--- src/rtl/dc_pwm_drive.sv ---
// Soft-start PWM driver for the MA H-bridge pair: ramped PWM on one leg, other leg low,
// coast dead-time before any reversal. Define DC_PWM_SOFTSTART_EN to build the RAMP/STOP ramps.
module dc_pwm_drive #(
    parameter int PERIOD   = 1000,
    parameter int DW       = 10,
    parameter int DUTY_MAX = 800,
    parameter int RAMP_INC = 8,
    parameter int DEAD_CYC = 50000
) (
    input  logic          sclk,
    input  logic          s_rst,
    input  logic          enable,
    input  logic          direct,
    output logic [1:0]    MA,
    output logic          busy,
    output logic [DW-1:0] duty
);

    localparam int CW = (DEAD_CYC > 1) ? $clog2(DEAD_CYC) : 1;

    localparam logic [DW-1:0] PCNT_LAST = DW'(PERIOD - 1);
    localparam logic [DW-1:0] DUTY_RUN  = DW'(DUTY_MAX);
    localparam logic [CW-1:0] DEAD_LAST = CW'(DEAD_CYC - 1);

    localparam logic [2:0] ST_IDLE = 3'd0;
    localparam logic [2:0] ST_RUN  = 3'd2;
    localparam logic [2:0] ST_DEAD = 3'd4;
`ifdef DC_PWM_SOFTSTART_EN
    localparam logic [2:0] ST_RAMP = 3'd1;
    localparam logic [2:0] ST_STOP = 3'd3;

    localparam logic [DW:0] INC_W = (DW + 1)'(RAMP_INC);
    localparam logic [DW:0] MAX_W = (DW + 1)'(DUTY_MAX);
`endif

    logic [2:0]    state;
    logic [2:0]    state_next;
    logic [DW-1:0] pcnt;
    logic [DW-1:0] duty_next;
    logic          dir_q;
    logic          dir_next;
    logic [CW-1:0] dead_cnt;
    logic [CW-1:0] dead_next;
    logic          pend;
    logic          pwm_on;
    logic          stop_req;
    logic          drive;
    logic [1:0]    ma_next;

    assign pend     = (pcnt == PCNT_LAST);
    assign pwm_on   = (pcnt < duty);
    assign stop_req = !enable || (direct != dir_q);

`ifdef DC_PWM_SOFTSTART_EN
    // One extra bit so the step can overshoot or borrow before saturating.
    logic [DW:0]   up_sum;
    logic [DW:0]   dn_diff;
    logic [DW-1:0] ramp_up;
    logic [DW-1:0] ramp_dn;

    assign up_sum  = {1'b0, duty} + INC_W;
    assign dn_diff = {1'b0, duty} - INC_W;
    assign ramp_up = (up_sum >= MAX_W) ? DUTY_RUN : up_sum[DW-1:0];
    assign ramp_dn = dn_diff[DW] ? '0 : dn_diff[DW-1:0];
`endif

    always_comb begin
        state_next = state;
        duty_next  = duty;
        dir_next   = dir_q;
        dead_next  = dead_cnt;
        case (state)
            ST_IDLE: begin
                if (enable) begin
                    dir_next = direct;
`ifdef DC_PWM_SOFTSTART_EN
                    state_next = ST_RAMP;
`else
                    state_next = ST_RUN;
                    duty_next  = DUTY_RUN;
`endif
                end
            end
`ifdef DC_PWM_SOFTSTART_EN
            ST_RAMP: begin
                if (stop_req) begin
                    state_next = ST_STOP;
                end else if (pend) begin
                    duty_next = ramp_up;
                    if (ramp_up == DUTY_RUN) begin
                        state_next = ST_RUN;
                    end
                end
            end
            ST_STOP: begin
                if (pend) begin
                    duty_next = ramp_dn;
                    if (ramp_dn == '0) begin
                        state_next = ST_DEAD;
                    end
                end
            end
`endif
            ST_RUN: begin
                if (stop_req) begin
`ifdef DC_PWM_SOFTSTART_EN
                    state_next = ST_STOP;
`else
                    state_next = ST_DEAD;
                    duty_next  = '0;
`endif
                end
            end
            ST_DEAD: begin
                // Requests are deliberately ignored until the full coast time has elapsed.
                if (dead_cnt == DEAD_LAST) begin
                    dead_next  = '0;
                    state_next = ST_IDLE;
                end else begin
                    dead_next = dead_cnt + CW'(1);
                end
            end
            default: begin
                state_next = ST_IDLE;
                duty_next  = '0;
                dead_next  = '0;
            end
        endcase
    end

    // Only one leg is ever selected, so MA can never be 2'b11.
    assign drive   = (state != ST_IDLE) && (state != ST_DEAD);
    assign ma_next = !drive ? 2'b00 : (dir_q ? {pwm_on, 1'b0} : {1'b0, pwm_on});

    always_ff @(posedge sclk or posedge s_rst) begin
        if (s_rst) begin
            pcnt <= '0;
        end else if (pend) begin
            pcnt <= '0;
        end else begin
            pcnt <= pcnt + DW'(1);
        end
    end

    always_ff @(posedge sclk or posedge s_rst) begin
        if (s_rst) begin
            state    <= ST_IDLE;
            duty     <= '0;
            dir_q    <= 1'b0;
            dead_cnt <= '0;
            MA       <= 2'b00;
            busy     <= 1'b0;
        end else begin
            state    <= state_next;
            duty     <= duty_next;
            dir_q    <= dir_next;
            dead_cnt <= dead_next;
            MA       <= ma_next;
            busy     <= (state != ST_IDLE);
        end
    end

endmodule
--- config.mk ---
export PLATFORM = sky130hd
export DESIGN_NAME = dc_pwm_drive
export DESIGN_NICKNAME = d
export VERILOG_FILES = /design/src/rtl/dc_pwm_drive.sv
export SDC_FILE = /design/constraint.sdc
export NUM_CORES = 1
export LEC_CHECK = 0
export ABC_CLOCK_PERIOD_IN_PS = 2000
export BUFFER_PORTS_ARGS = -buffer_cell sky130_fd_sc_hd__buf_4
export CAP_MARGIN = 20
export CORE_MARGIN = 3
export CORE_UTILIZATION = 52
export DETAILED_ROUTE_END_ITERATION = 8
export GPL_ROUTABILITY_DRIVEN = 0
export GPL_TIMING_DRIVEN = 0
export PLACE_DENSITY_LB_ADDON = 0.25
export SLEW_MARGIN = 20
export SYNTH_ARGS = -nofsm -noshare
export SYNTH_HDL_FRONTEND = slang
export SYNTH_SLANG_ARGS = --single-unit
--- constraint.sdc ---
create_clock -name sclk -period 2 [get_ports sclk]
set_clock_uncertainty 0.2 [all_clocks]
set_input_delay 0.1 -clock sclk [delete_from_list [all_inputs] [get_ports sclk]]
set_output_delay 0.1 -clock sclk [all_outputs]
set_load 0.01 [all_outputs]
Word-level counts from Yosys, hierarchy flattened
Cells that the tools add are included.
{ "totals": {"ramBits": 0, "out_inout_bits": 13, "inputBits": 4, "romBits": 0, "register_bits": 43, "n_memories": 0, "latch_bits": 0} }
{ "classes": {"n_div": 0, "shifts": 0, "reduce_logical": 9, "n_mul": 0, "bitwise_logic": 1, "muxes": 12, "add_sub_neg": 2, "n_eq_ne": 9, "n_lt_le_gt_ge": 1} }
{ "op_table": {"columns": ["operator", "n"], "rows": [
  ["$pmux W16 S2", 1],
  ["$mux W10", 3],
  ["$pmux W10 S3", 1],
  ["$add A16 B1 Y16 const B", 1],
  ["$eq A16 B16 Y1 const B", 1],
  ["$mux W16", 1],
  ["$add A10 B1 Y10 const B", 1],
  ["$eq A10 B10 Y1 const B", 1],
  ["$lt A10 B10 Y1", 1],
  ["$mux W3", 3],
  ["$pmux W3 S3", 1],
  ["$ne A2 B2 Y1 const B", 3],
  ["$reduce_and A3 Y1", 2],
  ["$mux W2", 2],
  ["$eq A3 B2 Y1 const B", 1],
  ["$eq A3 B3 Y1 const B", 1],
  ["$logic_not A3 Y1", 1],
  ["$ne A3 B3 Y1 const B", 1],
  ["$reduce_bool A3 Y1", 1],
  ["$reduce_and A2 Y1", 1],
  ["$reduce_or A2 Y1", 1],
  ["$logic_and A1 B1 Y1", 1],
  ["$logic_not A1 Y1", 1],
  ["$logic_or A1 B1 Y1", 1],
  ["2 further kinds", 2]
]} }

Longest topological paths before layout
{ "depth": {"word_depth": 4, "depth_mapped": 7, "mapped_depth_nobuf": 6} }

Worst setup path after synthesis
Ideal clock, no wire load.
{ "synth_path": {"path_kind": "reg2reg", "startpoint": "register dead_cnt[10]", "endpoint": "register dead_cnt[0]", "path_buffers": 2, "t_arrival_ns": 1.806, "slack_ns": -0.130, "synth_period_minus_slack_ns": 2.130, "setup_ns": 0.125, "path_stages_with_launch": 7, "path_cell_list": "dfrtp_1 > buf_6 > or4b_4 > nor4b_4 > a31oi_4 > buf_6 > mux2_2"} }
{ "synth_between": {"elab_chain_cells": 3} }
{ "synth_lines": {"columns": ["item", "line", "text"], "rows": [
  ["from (decl)", "42", "logic [CW-1:0] dead_cnt;"],
  ["from (signal assigned)", "157", "dead_cnt <= dead_next;"],
  ["$eq A16 B16 Y1", "116", "if (dead_cnt == DEAD_LAST) begin"],
  ["$mux W16", "116", null],
  ["$pmux W16 S2", "72", "case (state)"]
]} }
Every way passes these cells.
A chain may end at the register's enable or synchronous reset.

Worst setup path in the final report
{ "layout_path": {"startpoint": "register dead_cnt[10]", "endpoint": "register dead_cnt[8]"} }
Same word-level chain as after synthesis.

==> impl_metrics.tcl <==
set metrics [dict create \
    post_drt_via_cell_ratio 5.61 \
    synth_area_sq_um 1760 \
    root_buffer "clkbuf_4" \
    fmax_ghz 0.449 \
    outcome "complete, but fails checks" \
    drt_iter0_markers 123 \
    gr-total-overflow 0 \
    fin_tns_setup_ps -2790 \
    tightest_slew_ps 682 \
    area_delta_synth_final_pct 23.5 \
    required_ps 1980 \
    place_ws_ps -256 \
    ys_seq_area_share_pct 46.8 \
    final_area_sq_um 2180 \
    core.rowCount 20 \
    cts_tree "yes" \
    setup-violations-final 16 \
    drive_gt1_share_pct 27.3 \
    fin_crit_sh_pct 111 \
    clkSlewWorstSetupHoldPaths_ps 110 \
    insertion_delay_ps 330 \
    crit_fanout 5 \
    yosysWarnings 0 \
    antenna_found_initial 0 \
    cts_buffer_depth 2 \
    grt_max_degree 34 \
    end_kind "flop" \
    drc 0 \
    slew_viol_final 0 \
    initial_core_util_pct 55.9 \
    core_area_sq_um 3150 \
    clock-sinks 33 \
    setup_slack_ps -229 \
    postPlaceCellArea_sq_um 1910 \
    grt_pass1_vias 1476 \
    drt-pass1-iter-count 5 \
    hold_viol 0 \
    peakVddDrop_v 0.000495 \
    nets 227 \
    diodes 0 \
    h-tree-depth 2 \
    routedWlPerCell_microns 14.7 \
    port-buffer-count 9 \
    crit_type "reg2reg" \
    numCtsBuffers 5 \
    ys_ff_latch 33 \
    yosys.cell_types.count 38 \
    die_x_microns 64.2 \
    cp-start-kind "flop" \
    dpl.hpwl_microns 2310 \
    cp.arrival_ps 2210 \
    slew_headroom_pct 54.5 \
    powerDensity_nw_per_um2 937 \
    die-height_microns 64.2 \
    cellLeakagePower_nw 0.966 \
    vias 1481 \
    wirelength_microns 3890 \
    grt_pass1_wl_microns 6590 \
    synth_area_per_cell_sq_um 9.69 \
    violations "negative setup slack" \
    grt.total_usage_pct 20.5 \
    drv_cap 0 \
    dpl.cell_count 241 \
    netlist_instances 182 \
    rsz0062_at_grt "true" \
    ant_nets 0 \
    ios 17 \
    final_cells 264 \
    holdCritPathClass "in2async" \
    die_area_sq_um 4120 \
    period_needed_ps 2230 \
]
## final cells by class
type | count | area [sq um]
fill | 257 | 976
multi-input combinational | 134 | 903
sequential | 33 | 831
timing repair buffer | 24 | 190
buffer | 15 | 105
clock buffer | 7 | 65.1
tap | 44 | 55.1
inverter | 6 | 22.5
clock inverter | 1 | 5.00
## flip-flops by register name (all words and copies together) (netlist names)
name / cells
dead_cnt: 16
busy: 1
state: 2
pcnt: 10
duty: 1
dir_q: 1
MA: 2
## metal layers
layer,routed length [microns],vias up,GRT usage (%)
met2,1940,45,32.9
met3,170,12,4.39
met1,1670,710,25.5
met4,110,0,11.3
li1,-,714,-
met5,0,-,0
## cells in the final DEF (no fill, tap or decap), drive strengths merged, types with 3 or more instances in the layout
cell type and count:
nand2b 3, conb 7, a21oi 10, ha 4, nand2 15, clkbuf 11, a31oi 14, dfrtp 33
a41oi 3, a22o 3, xnor2 4, nand3 16, o21ai 9, buf 31, inv 6, nor2 15
xor2 3, dlygate4sd3 4
## metrics by stage
| stage | hold slack [ps] | power [W] | utilization, % |
|---|---|---|---|
| 2_1_floorplan | 16.8 | 0.00130 | - |
| 3_3_place_gp | 119 | 0.00147 | 60.7 |
| 3_5_place_dp | 56.5 | 0.00150 | 60.7 |
| 4_1_cts | 246 | 0.00202 | 66.5 |
| 5_1_grt | 282 | 0.00216 | 69.0 |
| 6_report | 215 | 0.00204 | 69.0 |
## cell usage after synthesis (all sizes together)
library cell / count / area, sq um
dfrtp: 33 / 826
nand3: 16 / 80.1
nand2: 15 / 56.3
nor2: 15 / 56.3
a31oi: 13 / 96.3
buf: 12 / 97.6
a21oi: 10 / 50.1
o21ai: 9 / 45.0
inv: 6 / 22.5
clkbuf: 4 / 15.0
ha: 4 / 50.1
xnor2: 4 / 35.0
a22o: 3 / 26.3
a41oi: 3 / 26.3
nand2b: 3 / 18.8
xor2: 3 / 26.3
and3: 2 / 12.5
and4: 2 / 17.5
nand3b: 2 / 15.0
nand4: 2 / 12.5
nor2b: 2 / 12.5
nor3: 2 / 10.0
nor4: 2 / 12.5
or2b: 2 / 15.0
or3b: 2 / 17.5
a21o: 1 / 7.51
a31o: 1 / 8.76
and4b: 1 / 10.0
conb: 1 / 3.75
mux2: 1 / 11.3
nor4b: 1 / 23.8
o31ai: 1 / 7.51
o41a: 1 / 11.3
or2: 1 / 6.26
or3: 1 / 6.26
or4b: 1 / 13.8
## critical path, cell delays in order, from the launching register on
cell and delay [ps]:
dfrtp_2 430, or4b_4 550, nor4b_4 320, a31oi_4 170
buf_6 170, a31oi_1 170, a31oi_1 70
## cell families (layout without fill, tap and decap cells)
| group | count (synthesis) | after routing | share of synthesized area, % |
|---|---|---|---|
| buffers and inverters | 22 | 53 | 7.66 |
| DFF | 33 | 33 | 46.8 |
| AOI/OAI and AO/OA | 42 | 43 | 15.8 |
| muxes | 1 | 1 | 0.639 |
| and+or+nand+nor | 72 | 72 | 22.5 |
| adders and majority gates | 4 | 4 | 2.84 |
| other | 1 | 7 | 0.213 |
| xor gates and xnor gates | 7 | 7 | 3.48 |
## final timing paths
path / startpoint / to / slack [ps] / cells past startpoint
worst max-delay path: dead_cnt[10]$_DFFE_PP0N_ / dead_cnt[8]$_DFFE_PP0N_ / -230 / 6
worst min-delay path: s_rst / state[1]$_DFFE_PP0P_ / 220 / 3
worst max register to register: dead_cnt[10]$_DFFE_PP0N_ / dead_cnt[8]$_DFFE_PP0N_ / -230 / 6
worst min register to register: pcnt[0]$_DFF_PP0_ / pcnt[0]$_DFF_PP0_ / 270 / 1
max in group asynchronous: s_rst / pcnt[4]$_DFF_PP0_ / 890 / 3
min in group sclk: pcnt[0]$_DFF_PP0_ / pcnt[0]$_DFF_PP0_ / 270 / 1
## power breakdown
| group | internal (W) | total, W | switching [W] |
|---|---|---|---|
| Clock | 0.000204 | 0.000431 | 0.000227 |
| Combinational | 0.000361 | 0.000761 | 0.000400 |
| Sequential | 0.000763 | 0.000847 | 0.0000846 |
| Total | 0.00133 | 0.00204 | 0.000712 |
## timing repair
action / in CTS / in global routing
pin swaps: 4 / 7
setup endpoints to repair: 17 / 17
setup buffers: 4 / 6
hold buffers: 4 / 0
gates cloned: 2 / 0
resized for setup: 6 / 11
hold endpoints to repair: 37 / 0
(Power assumes the default switching activity.)
